**src/rtl/sbox_phi_sweep.sv**
```systemverilog
// sbox_phi_sweep: loads an N-bit S-box, builds one truth-table index per output bit,
// then sweeps every input through an external phi table to read the S-box back and check it.
module sbox_phi_sweep #(
  parameter int unsigned N = 3
) (
  input  logic                        clk,
  input  logic                        rst,
  input  logic                        cfg_valid,
  output logic                        cfg_ready,
  input  logic [N*(1<<N)-1:0]         cfg_sbox,
  output logic [N-1:0]                phi_a,
  input  logic [(1<<(1<<N))-1:0]      phi_z,
  output logic                        out_valid,
  input  logic                        out_ready,
  output logic [N-1:0]                out_x,
  output logic [N-1:0]                out_y,
  output logic                        done,
  output logic                        result_ok,
  output logic                        result_perm
);

  localparam int unsigned NX = 1 << N;
  localparam int unsigned SW = N * NX;

  typedef enum logic [2:0] {
    S_IDLE,
    S_BUILD,
    S_SWEEP,
    S_DRAIN,
    S_DONE
  } state_e;

  state_e                 state_q, state_d;
  logic [SW-1:0]          sbox_q, sbox_d;
  logic [N-1:0][NX-1:0]   tt_q, tt_d;
  logic [N-1:0]           x_q, x_d;
  logic [NX-1:0]          seen_q, seen_d;
  logic                   mismatch_q, mismatch_d;
  logic                   cfg_ready_q, cfg_ready_d;
  logic [N-1:0]           phi_a_q, phi_a_d;
  logic                   out_valid_q, out_valid_d;
  logic [N-1:0]           out_x_q, out_x_d;
  logic [N-1:0]           out_y_q, out_y_d;
  logic                   done_q, done_d;
  logic                   result_ok_q, result_ok_d;
  logic                   result_perm_q, result_perm_d;

  logic [N-1:0]           y_now;
  logic                   slot_free;

  // Each output bit j is the phi value of truth table tt_j at the current phi_a.
  always_comb begin
    y_now = '0;
    for (int unsigned j = 0; j < N; j++) begin
      y_now[j] = phi_z[tt_q[j]];
    end
  end

  assign slot_free = !out_valid_q || out_ready;

  // Next-state and registered-output logic.
  always_comb begin
    state_d       = state_q;
    sbox_d        = sbox_q;
    tt_d          = tt_q;
    x_d           = x_q;
    seen_d        = seen_q;
    mismatch_d    = mismatch_q;
    cfg_ready_d   = cfg_ready_q;
    phi_a_d       = phi_a_q;
    out_valid_d   = out_valid_q;
    out_x_d       = out_x_q;
    out_y_d       = out_y_q;
    done_d        = 1'b0;
    result_ok_d   = result_ok_q;
    result_perm_d = result_perm_q;

    case (state_q)
      S_IDLE, S_DONE: begin
        if (cfg_valid && cfg_ready_q) begin
          sbox_d        = cfg_sbox;
          result_ok_d   = 1'b0;
          result_perm_d = 1'b0;
          seen_d        = '0;
          mismatch_d    = 1'b0;
          x_d           = '0;
          phi_a_d       = '0;
          cfg_ready_d   = 1'b0;
          state_d       = S_BUILD;
        end else if (state_q == S_DONE) begin
          state_d = S_IDLE;
        end
      end

      S_BUILD: begin
        for (int unsigned j = 0; j < N; j++) begin
          for (int unsigned k = 0; k < NX; k++) begin
            tt_d[j][k] = sbox_q[N*k + j];
          end
        end
        phi_a_d = '0;
        state_d = S_SWEEP;
      end

      S_SWEEP: begin
        if (slot_free) begin
          out_x_d       = x_q;
          out_y_d       = y_now;
          out_valid_d   = 1'b1;
          mismatch_d    = mismatch_q | (y_now != sbox_q[N*x_q +: N]);
          seen_d[y_now] = 1'b1;
          if (x_q == N'(NX - 1)) begin
            state_d = S_DRAIN;
          end else begin
            x_d     = N'(x_q + 1'b1);
            phi_a_d = N'(x_q + 1'b1);
          end
        end
      end

      S_DRAIN: begin
        // Last result still pending; verdict is published with its handshake.
        if (out_ready) begin
          out_valid_d   = 1'b0;
          done_d        = 1'b1;
          result_ok_d   = !mismatch_q;
          result_perm_d = &seen_q;
          cfg_ready_d   = 1'b1;
          state_d       = S_DONE;
        end
      end

      default: begin
        state_d = S_IDLE;
      end
    endcase
  end

  always_ff @(posedge clk) begin
    if (rst) begin
      state_q       <= S_IDLE;
      sbox_q        <= '0;
      tt_q          <= '0;
      x_q           <= '0;
      seen_q        <= '0;
      mismatch_q    <= 1'b0;
      cfg_ready_q   <= 1'b1;
      phi_a_q       <= '0;
      out_valid_q   <= 1'b0;
      out_x_q       <= '0;
      out_y_q       <= '0;
      done_q        <= 1'b0;
      result_ok_q   <= 1'b0;
      result_perm_q <= 1'b0;
    end else begin
      state_q       <= state_d;
      sbox_q        <= sbox_d;
      tt_q          <= tt_d;
      x_q           <= x_d;
      seen_q        <= seen_d;
      mismatch_q    <= mismatch_d;
      cfg_ready_q   <= cfg_ready_d;
      phi_a_q       <= phi_a_d;
      out_valid_q   <= out_valid_d;
      out_x_q       <= out_x_d;
      out_y_q       <= out_y_d;
      done_q        <= done_d;
      result_ok_q   <= result_ok_d;
      result_perm_q <= result_perm_d;
    end
  end

  assign cfg_ready   = cfg_ready_q;
  assign phi_a       = phi_a_q;
  assign out_valid   = out_valid_q;
  assign out_x       = out_x_q;
  assign out_y       = out_y_q;
  assign done        = done_q;
  assign result_ok   = result_ok_q;
  assign result_perm = result_perm_q;

endmodule

```
**config.mk**
```make
export PLATFORM = sky130hd
export DESIGN_NAME = sbox_phi_sweep
export DESIGN_NICKNAME = d
export VERILOG_FILES = /design/src/rtl/sbox_phi_sweep.sv
export SDC_FILE = /design/constraint.sdc
export NUM_CORES = 1
export LEC_CHECK = 0
export CAP_MARGIN = 20
export CELL_PAD_IN_SITES_DETAIL_PLACEMENT = 0
export CELL_PAD_IN_SITES_GLOBAL_PLACEMENT = 1
export CORE_MARGIN = 2
export CORE_UTILIZATION = 35
export DETAILED_ROUTE_END_ITERATION = 10
export MAX_ROUTING_LAYER = met4
export PLACE_DENSITY_LB_ADDON = 0.1
export SLEW_MARGIN = 20
export SYNTH_ARGS = -nofsm -noshare
export SYNTH_HDL_FRONTEND = slang
export SYNTH_SLANG_ARGS = --single-unit
```
**constraint.sdc**
```tcl
create_clock -name clk -period 3.6 [get_ports clk]
set_input_delay 0.72 -clock clk [delete_from_list [all_inputs] [get_ports clk]]
set_output_delay 0.72 -clock clk [all_outputs]
set_load 0.01 [all_outputs]
```
### Yosys cells after proc, flatten, opt, wreduce, memory -nomap -nowiden

Index checks and enable logic that the tools add are counted.

* register bits: 77
* input port bits: 284
* output and inout port bits: 14
* word-level logic and storage cells: 95

* add/sub/neg operators: 1
* multiply operators: 1
* magnitude comparators: 5
* equal/unequal tests: 12
* shift operators: 1
* multiplexer cells: 35
* bitwise gates (word level): 3
* reduce and logical (&&, ||, !) cells: 21

Operator list (number)
* 8-bit by 9-bit less-than comparator with 1-bit output (second input constant): 3
* 1-bit binary-select mux with 8-bit select: 3
* 3-bit 2-to-1 mux: 8
* 24-bit by 6-bit variable part select with 3-bit output: 1
* 8-bit 2-to-1 mux: 2
* 8-bit one-hot mux with 2 select lines: 1
* 1-bit 2-to-1 mux: 12
* 3-bit one-hot mux with 4 select lines: 1
* 4-bit AND reduction: 3
* 2-bit inequality test (second input constant): 5
* 1-bit one-hot mux with 2 select lines: 5
* 3-bit one-hot mux with 3 select lines: 1
* 3-bit AND reduction: 3
* 8-bit OR: 1
* 8-bit AND reduction: 1
* 3-bit by 2-bit equality test with 1-bit output (second input constant): 2
* 3-bit equality test (second input constant): 2
* 3-bit one-hot mux with 2 select lines: 1
* 2-bit nonzero test: 3
* 2-bit by 3-bit multiplier with 5-bit output (first input constant): 1
* 3-bit by 4-bit less-than comparator with 1-bit output (second input constant): 1
* 2-bit AND reduction: 2
* 2-bit OR reduction: 2
* 3-bit by 1-bit adder with 3-bit output (second input constant): 1
* 12 further kinds: 14

### Depth between registers and ports, before layout

Gate-level depths: netlist of the first run.

* depth after elaboration: 9
* depth in mapped cells: 12
* mapped depth without buffers: 8

### Worst setup path before layout of the first run

OpenSTA, ideal clock, no wires.

* path kind: input to register
* start: in phi_z[215]
* end: reg mismatch_q
* library setup time: 133 ps
* data arrival time: 2494 ps
* data required time: 3467 ps
* setup slack: 973 ps
* stages: 8
* buffers on the path: 0
* path through: mux4_2 > a22oi_1 > a31oi_1 > or4b_1 > o311ai_0 > o21a_2 > xnor2_1 > a41oi_2

* word-level cells in the longest chain between the ends: 6
* elaborated cells between the ends (all ways): 10
* classes of those cells: eq/ne (1); mux (8); bitwise (1)

Ends and longest elaborated chain
* start: declaration: RTL line 12 `input logic [(1<<(1<<N))-1:0] phi_z,`
* 1-bit binary-select mux with 8-bit select: RTL line 55 `y_now[j] = phi_z[tt_q[j]];`
* 1-bit 2-to-1 mux (implied by the code): RTL line 55
* 3-bit inequality test *: RTL line 110 `mismatch_d = mismatch_q | (y_now != sbox_q[N*x_q +: N]);`
* 1-bit OR *: RTL line 110
* 1-bit 2-to-1 mux *: RTL line 106 `if (slot_free) begin`
* 1-bit one-hot mux with 2 select lines *: RTL line 78 `case (state_q)`
* end signal: assignment: RTL line 161 `mismatch_q <= mismatch_d;`
* end: declaration: RTL line 38 `logic mismatch_q, mismatch_d;`

Every way passes the cells marked *; elsewhere a longest branch is shown, timed or not. The select of a mux whose other input is x is not followed.
A chain may end at the register's enable or synchronous reset.

### Worst setup path after layout of the first run

* start: reg tt_q[16] (netlist name)
* end: reg seen_q[5]

* word-level cells in the longest chain between the ends: 9
* elaborated cells between the ends (all ways): 10
* classes of those cells: order compare (2); mux (6); bitwise (1); reduce/logical (1)

Ends and longest elaborated chain
* start: declaration: RTL line 35 `logic [N-1:0][NX-1:0] tt_q, tt_d;`
* start signal: assignment: RTL line 158 `tt_q <= tt_d;`
* 1-bit binary-select mux with 8-bit select *: RTL line 55
* 1-bit 2-to-1 mux (implied by the code) *: RTL line 55
* 3-bit by 4-bit less-than comparator with 1-bit output (implied by the code) or 3-bit by 1-bit >= comparator with 1-bit output (tied branches): RTL line 111 `seen_d[y_now] = 1'b1;`
* 1-bit logical AND (implied by the code): RTL line 111
* 1-bit 2-to-1 mux (implied by the code): RTL line 111
* 1-bit demux with 3-bit select *: RTL line 111
* 8-bit OR (no line) *
* 8-bit 2-to-1 mux *: RTL line 106
* 8-bit one-hot mux with 2 select lines *: RTL line 78
* end signal: assignment: RTL line 160 `seen_q <= seen_d;`
* end: declaration: RTL line 37 `logic [NX-1:0] seen_q, seen_d;`

Marked as above.

==> reports/qor.txt, run 1 <==
STATUS
---------------------------------------------------------------------------------
Result of the run                                                    complete, no violations

CLOCK TREE
---------------------------------------------------------------------------------
Clock tree from TritonCTS                                                   built
Clock slew seen by the registers of the worst setup and hold paths        0.07 ns
Cell at the root of the clock tree                                   sky130_fd_sc_hd__clkbuf_16
Num CTS Buffers                                                                 9
H-tree lvl count                                                                3
Number of sinks driven by the clock tree                                       77
Worst skew pair latency                                                   0.35 ns
Post-CTS Resized                                                                0
Count of hold buffers inserted by post-cts repair                               0
Longest Clk Path Bufs                                                           2
Total setup buffers inserted after CTS                                          0

YOSYS
---------------------------------------------------------------------------------
Cell type with the largest total area after synthesis                sky130_fd_sc_hd__mux4_2
Count of flip-flops with a built-in enable after synthesis                      0
Top area cells in the synthesized netlist                            sky130_fd_sc_hd__mux4_2 (40%), sky130_fd_sc_hd__dfxtp_1 (16%), sky130_fd_sc_hd__mux4_1 (6.0%), sky130_fd_sc_hd__nand2_1 (5.7%), sky130_fd_sc_hd__mux2i_1 (4.6%)
Async set-reset flop share out of synthesis                                    0%
Fraction of synthesized cell area taken by the top area cell type           40.1%
Post-synthesis sequential area ratio                                        16.0%
Mean instance size in the synthesized netlist                            10.9 µm²
Post-synthesis register bit count                                              77
Yosys synthesis warning count                                                   0
Cell area after synthesis                                                9660 µm²
Number of standard cells after synthesis                                      883
Number of distinct library cells after synthesis                               73
Most used flip-flop cell after synthesis                             sky130_fd_sc_hd__dfxtp_1
Cell with the most instances after synthesis                         sky130_fd_sc_hd__mux4_2
Top cells by count, synth                                            sky130_fd_sc_hd__mux4_2 (172), sky130_fd_sc_hd__nand2_1 (146), sky130_fd_sc_hd__dfxtp_1 (77)
Syn_nets                                                                     1169

HOLD PATH
---------------------------------------------------------------------------------
Class of the tightest hold or removal check                            reg -> reg

WORST SETUP PATH
---------------------------------------------------------------------------------
Startpoint type of the worst setup path                                 flip-flop
Max Fanout on Critical Path                                                    29
Start-to-end type of the worst setup path                              reg -> reg
Arr. time, crit path                                                      3.33 ns
Critical Path RT                                                          3.83 ns
Nature of the critical path endpoint                                    flip-flop
Internal reg-to-reg setup slack                                           0.50 ns

DIE
---------------------------------------------------------------------------------
Row cnt                                                                        60
Area of the die                                                         28900 µm²
Total I/O pin count                                                           298
Die Span X                                                                 170 µm
Die Y                                                                      170 µm
CORE AREA                                                               27000 µm²
Starting utilization of the core area                                       35.7%

GLOBAL ROUTING
---------------------------------------------------------------------------------
Total congestion overflow after global routing                                  0
Global-route usage over all layers                                          29.4%
Maximum number of pins on one net before global-route repair                   67
Vias in the first global route                                               9661
Wire length of the first global-routing pass                             61500 µm
Initial antenna violation count                                                 6

TIMING
---------------------------------------------------------------------------------
Rel. slew slack                                                             52.1%
Tightest Pin Transition                                                  0.717 ns
Maximum achievable frequency                                            0.323 GHz
Period minus WS final                                                     3.10 ns
Final-report max-slew violation count                                           0
Number of setup violations in the final report                                  0
Worst Skew                                                              0.0139 ns
Final worst-path cycle share                                                86.0%
Hold Fails Final Rpt                                                            0
Setup TNS                                                                    0 ns
RSZ-0062 raised after global routing                                           no

PLACED DESIGN
---------------------------------------------------------------------------------
Routability Congestion                                                      0.938
HPWL after detailed placement                                            32500 µm
Number of port buffers                                                        297
Inst Count DP                                                                1475

POWER
---------------------------------------------------------------------------------
Static leakage power                                                   0.00412 µW
Worst VDD drop                                                         0.000233 V
Power per cell area                                                    242 nW/µm²

DETAILED ROUTING
---------------------------------------------------------------------------------
First drt pass iteration count                                                  5
Via-to-Cell Ratio                                                            6.33
Antenna-violating nets left                                                     0
Total DRC errors in the routed layout                                           0
Detailed-route via count                                                     9476
Routed length per placed instance                                         27.6 µm
DRT iter0 DRCs                                                                907
Routed wire length                                                       41300 µm

CELLS AND AREA
---------------------------------------------------------------------------------
Layout-stage area growth over the synthesis result                          36.6%
Post-Layout Cell Count                                                       1497
Storage element area                                                     1560 µm²
Layout cells sized above 1                                                  22.4%
Fill cells                                                                   2551
Post-layout net count                                                        1431
Total area of multi-input combinational cells                            7490 µm²

FLOW RUN
---------------------------------------------------------------------------------
# Max-Cap Violations                                                            0

==> final timing paths <==
kind	from	end	cells past startpoint
min reg2reg	out_x[2]$_SDFFE_PP0P_	out_x[2]$_SDFFE_PP0P_	2
max reg2reg	tt_q[16]$_SDFFE_PP0P_	seen_q[5]$_SDFFE_PP0P_	9
max	tt_q[16]$_SDFFE_PP0P_	seen_q[5]$_SDFFE_PP0P_	9
min	out_x[2]$_SDFFE_PP0P_	out_x[2]$_SDFFE_PP0P_	2
==> routing by layer <==
layer  track usage (%)  up-vias  routed length (µm)
met5                 -        -                   0
met4              7.06        0                 860
met3              5.88       55                3890
met2              47.0      477               19700
met1              38.5     4784               16800
li1                  -     4160                   -
==> worst max-delay path: stages, from the launching register on <==
cell and delay [ns]:
sky130_fd_sc_hd__dfxtp_4 0.60, sky130_fd_sc_hd__buf_12 0.31, sky130_fd_sc_hd__mux4_1 0.67, sky130_fd_sc_hd__o22ai_1 0.17, sky130_fd_sc_hd__o21ai_0 0.14, sky130_fd_sc_hd__nand2_1 0.14
sky130_fd_sc_hd__a211oi_1 0.08, sky130_fd_sc_hd__o31ai_4 0.45, sky130_fd_sc_hd__inv_1 0.12, sky130_fd_sc_hd__a32o_1 0.27
==> kinds of logic (layout without fill, tap and decap cells) <==
kind of cell / Yosys count / count (layout) / share of synthesized area [%]
other: 0 / 6 / 0
and+or+nand+nor: 282 / 282 / 13.2
DFF: 77 / 77 / 16.0
buffers and inverters: 97 / 364 / 6.54
xor gates and xnor gates: 3 / 3 / 0.272
adders and majority gates: 2 / 2 / 0.259
muxes: 245 / 245 / 51.6
AOI/OAI and AO/OA: 177 / 177 / 12.2
==> layout make-up <==
cell class / count / area share, %
multi-input cells: 709 / 56.8
repair buffers: 337 / 25.4
flip-flops and latches: 77 / 11.8
well taps: 341 / 3.24
clock buffers: 10 / 1.74
clock inverters: 6 / 0.541
inverters: 11 / 0.313
diodes: 6 / 0.114
==> flip-flops by register name, indices dropped and copies added (netlist names), 3 cells and up <==
register and cells:
phi_a 3, x_q 3, sbox_q 24, out_x 3, out_y 3, state_q 3, tt_q 24, seen_q 8
==> per-stage QoR <==
stage               util, %  setup WS [ns]  hold slack (ns)  area, µm²  power (µW)
CTS                    48.7          0.511            0.457      13200        3210
global placement       47.6          0.267            0.448      12900        2270
finish                 48.8          0.505            0.452      13200        3190
global route           48.8          0.340            0.479      13200        3340
floorplan                 -          0.973            0.425       9660        1640
detailed placement     47.6          0.250            0.449      12900        2270
==> cells in the final DEF, fill, tap and decap left out, drive strengths merged, types with 9 or more instances in the layout <==
master	instances
nand2	146
nand3	18
buf	41
dfxtp	77
nor2b	12
mux2i	44
mux4	195
o22ai	19
nand2b	18
o21ai	21
o221ai	9
inv	13
nor2	39
clkdlybuf4s50	296
nor3	22
a21oi	69
clkbuf	10
==> power breakdown <==
group,switching (µW),internal [µW]
logic,568,709
registers,84.1,905
clock network,378,544
Power figures use the tool's default switching activity.
==> inputs of run 2 (changes only) <==
- CAP_MARGIN: 20 -> 30
==> results of run 2 <==
Final layout, timing and power as in run 1 (identical DEF).
==> inputs of run 3 (changes only) <==
- GPL_TIMING_DRIVEN: unset -> 0
==> run 3 against run 2 <==
  * Total power up 3.3%
  * Non-clock buffer count up 44
  * Clock-buffer cell count down 1
  * Highest routed layer unchanged
  * Sequential power down 2.9%
  * Core utilization up 0.65 points
  * Die area unchanged
  * Critical endpoint is now mismatch_q$_SDFFE_PP0P_
  * Worst hold slack better by 0.0032 ns
  * Critical path depth unchanged
  * Register-to-register slack worse by 0.43 ns
  * Global-route usage up 3.9 points
==> reports/qor.txt, run 3 (synthesis results as in run 1) <==
STATUS
-------------------------------------------------------------------------------------
Result of the run                                                        complete, no violations

CLOCK TREE
-------------------------------------------------------------------------------------
H-tree lvl count                                                                    3
Clock tree from TritonCTS                                                       built
Longest Clk Path Bufs                                                               2
Cell at the root of the clock tree                                       sky130_fd_sc_hd__clkbuf_16
Clock slew seen by the registers of the worst setup and hold paths            0.06 ns
Worst skew pair latency                                                       0.34 ns
Total setup buffers inserted after CTS                                              0
Number of sinks driven by the clock tree                                           77
Num CTS Buffers                                                                     9

WORST SETUP PATH
-------------------------------------------------------------------------------------
Max Fanout on Critical Path                                                        10
Most prevalent standard cell on the critical path                        sky130_fd_sc_hd__buf_2
Total buffers and inverters traversed by the critical path                          2
Startpoint type of the worst setup path                                     flip-flop
Nature of the critical path endpoint                                        flip-flop
Cell at the slowest stage of the critical path                           sky130_fd_sc_hd__dfxtp_1
Critical Path RT                                                              3.81 ns
Critical Path Start                                                      tt_q[10]$_SDFFE_PP0P_
Crit path largest cell delay                                                  0.61 ns
List of cells traversed by the critical path                             buf_2, buf_2, mux4_2, mux2i_1, o311ai_0, o211ai_1, o21a_2, xnor2_1, a41oi_2
Worst path top cell family by delay                                      compound AO/OA/AOI/OAI gates
Arr. time, crit path                                                          3.73 ns
Reg2Reg Launch Point                                                     tt_q[10]$_SDFFE_PP0P_
Start-to-end type of the worst setup path                                  reg -> reg

CELLS AND AREA
-------------------------------------------------------------------------------------
Post-layout utilization of the core                                             49.4%
Layout cells sized above 1                                                      21.5%
Top library cells by usage in the layout, fill and taps aside            sky130_fd_sc_hd__clkdlybuf4s50_1 (296), sky130_fd_sc_hd__mux4_2 (172), sky130_fd_sc_hd__nand2_1 (146)
Post-layout net count                                                            1475
Largest registers                                                        sbox_q (24), tt_q (24), seen_q (8)
Layout-stage area growth over the synthesis result                              38.4%
Fill cells                                                                       2540
Most frequent standard cell in the layout excluding fill and tap cells   sky130_fd_sc_hd__clkdlybuf4s50_1

HOLD PATH
-------------------------------------------------------------------------------------
Startpoint of the tightest hold check path                               seen_q[2]$_SDFFE_PP0P_
Class of the tightest hold or removal check                                reg -> reg

TIMING
-------------------------------------------------------------------------------------
Final Worst Setup Slack                                                     0.0715 ns
Period minus WS final                                                         3.53 ns
Tightest Pin Transition                                                      0.991 ns
Number of setup violations in the final report                                      0
Hold Slack                                                                   0.455 ns
Rel. slew slack                                                                 33.9%
Hold Fails Final Rpt                                                                0
Final worst-path cycle share                                                    98.0%
Maximum achievable frequency                                                0.283 GHz
Final-report max-slew violation count                                               0
RSZ-0062 raised after global routing                                               no
Setup TNS                                                                        0 ns
Worst Skew                                                                 0.00846 ns

PLACED DESIGN
-------------------------------------------------------------------------------------
HPWL after detailed placement                                                37400 µm
Number of port buffers                                                            296
Pre-CTS worst setup slack                                                   0.0203 ns
Routability Congestion                                                           1.04

DETAILED ROUTING
-------------------------------------------------------------------------------------
Antenna-violating nets left                                                         0
Routed wire length                                                           46900 µm
Via-to-Cell Ratio                                                                6.54
Detailed-route via count                                                        10000
Routed length per placed instance                                             30.5 µm
DRT iter0 DRCs                                                                   1233
Total DRC errors in the routed layout                                               0
First drt pass iteration count                                                      5

DIE
-------------------------------------------------------------------------------------
Starting utilization of the core area                                           35.7%
Total I/O pin count                                                               298
Die Y                                                                          170 µm
Area of the die                                                             28900 µm²
Row cnt                                                                            60
Die Span X                                                                     170 µm
CORE AREA                                                                   27000 µm²

GLOBAL ROUTING
-------------------------------------------------------------------------------------
Total congestion overflow after global routing                                      0
Global-route usage over all layers                                              33.3%
Wire length of the first global-routing pass                                 67500 µm
Initial antenna violation count                                                     1
Maximum number of pins on one net before global-route repair                       14
Vias in the first global route                                                  10300

POWER
-------------------------------------------------------------------------------------
Power per cell area                                                        247 nW/µm²
Worst VDD drop                                                             0.000348 V
Static leakage power                                                       0.00422 µW
Total design power                                                            3290 µW

FLOW RUN
-------------------------------------------------------------------------------------
# Max-Cap Violations                                                                0

## run 3: cell types whose count changed in the layout (fill, tap and decap cells not counted), sizes merged
cell / change
diode: -5
inv: -2
clkinv: +3
clkinvlp: -2
bufinv: +1
clkbuf: +43
## run 3: per-stage QoR
stage	std cells	instance area, µm²
6_report	1535	13400
5_1_grt	1535	13400
4_1_cts	1536	13400
3_5_place_dp	1521	13100
3_3_place_gp	1520	13000
2_1_floorplan	883	9660
## run 3: layer usage
layer / GRT usage, % / vias up / part of all wire (%)
li1: - / 4225 / -
met1: 41.5 / 4976 / 38
met2: 54.5 / 738 / 48
met3: 6.67 / 102 / 11
met4: 10.7 / 0 / 3.3
met5: - / - / 0
## run 3: report_power, final
| group | switching (µW) | internal (µW) | total (µW) | leakage (µW) |
|---|---|---|---|---|
| Combinational | 647 | 718 | 1360 | 0.00344 |
| Clock | 364 | 604 | 968 | 0.000156 |
| Sequential | 54.2 | 907 | 961 | 0.000625 |
## run 3: cell type report
| type | instances | area (µm²) | share of cell area (%) |
|---|---|---|---|
| Buffer | 84 | 586 | 4.38 |
| Sequential cell | 77 | 1540 | 11.5 |
| Multi-Input combinational cell | 709 | 7480 | 56.0 |
| Antenna cell | 1 | 2.50 | 0.0187 |
| Tap cell | 341 | 427 | 3.19 |
| Clock inverter | 6 | 87.6 | 0.655 |
| Inverter | 11 | 41.3 | 0.309 |
| Clock buffer | 9 | 225 | 1.69 |
| Timing Repair Buffer | 297 | 2970 | 22.2 |
## run 3: worst min-delay path: cells and delay by family, from the launching register on
family,cells,cell delay (ns)
flip-flops,1,0.33
AO/OA/AOI/OAI,1,0.05
AND/OR/NAND/NOR,1,0.05
## run 3: final timing paths
path	endpoint	slack, ns	cells after the start
hold / removal	seen_q[2]$_SDFFE_PP0P_	0.46	2
setup reg to reg	mismatch_q$_SDFFE_PP0P_	0.07	9
hold reg to reg	seen_q[2]$_SDFFE_PP0P_	0.46	2
setup / recovery	mismatch_q$_SDFFE_PP0P_	0.07	9
## run 3: what timing repair did
action,4_1_cts,5_1_grt
hold buffers,0,0
resized for setup,0,4
setup endpoints to repair,0,10
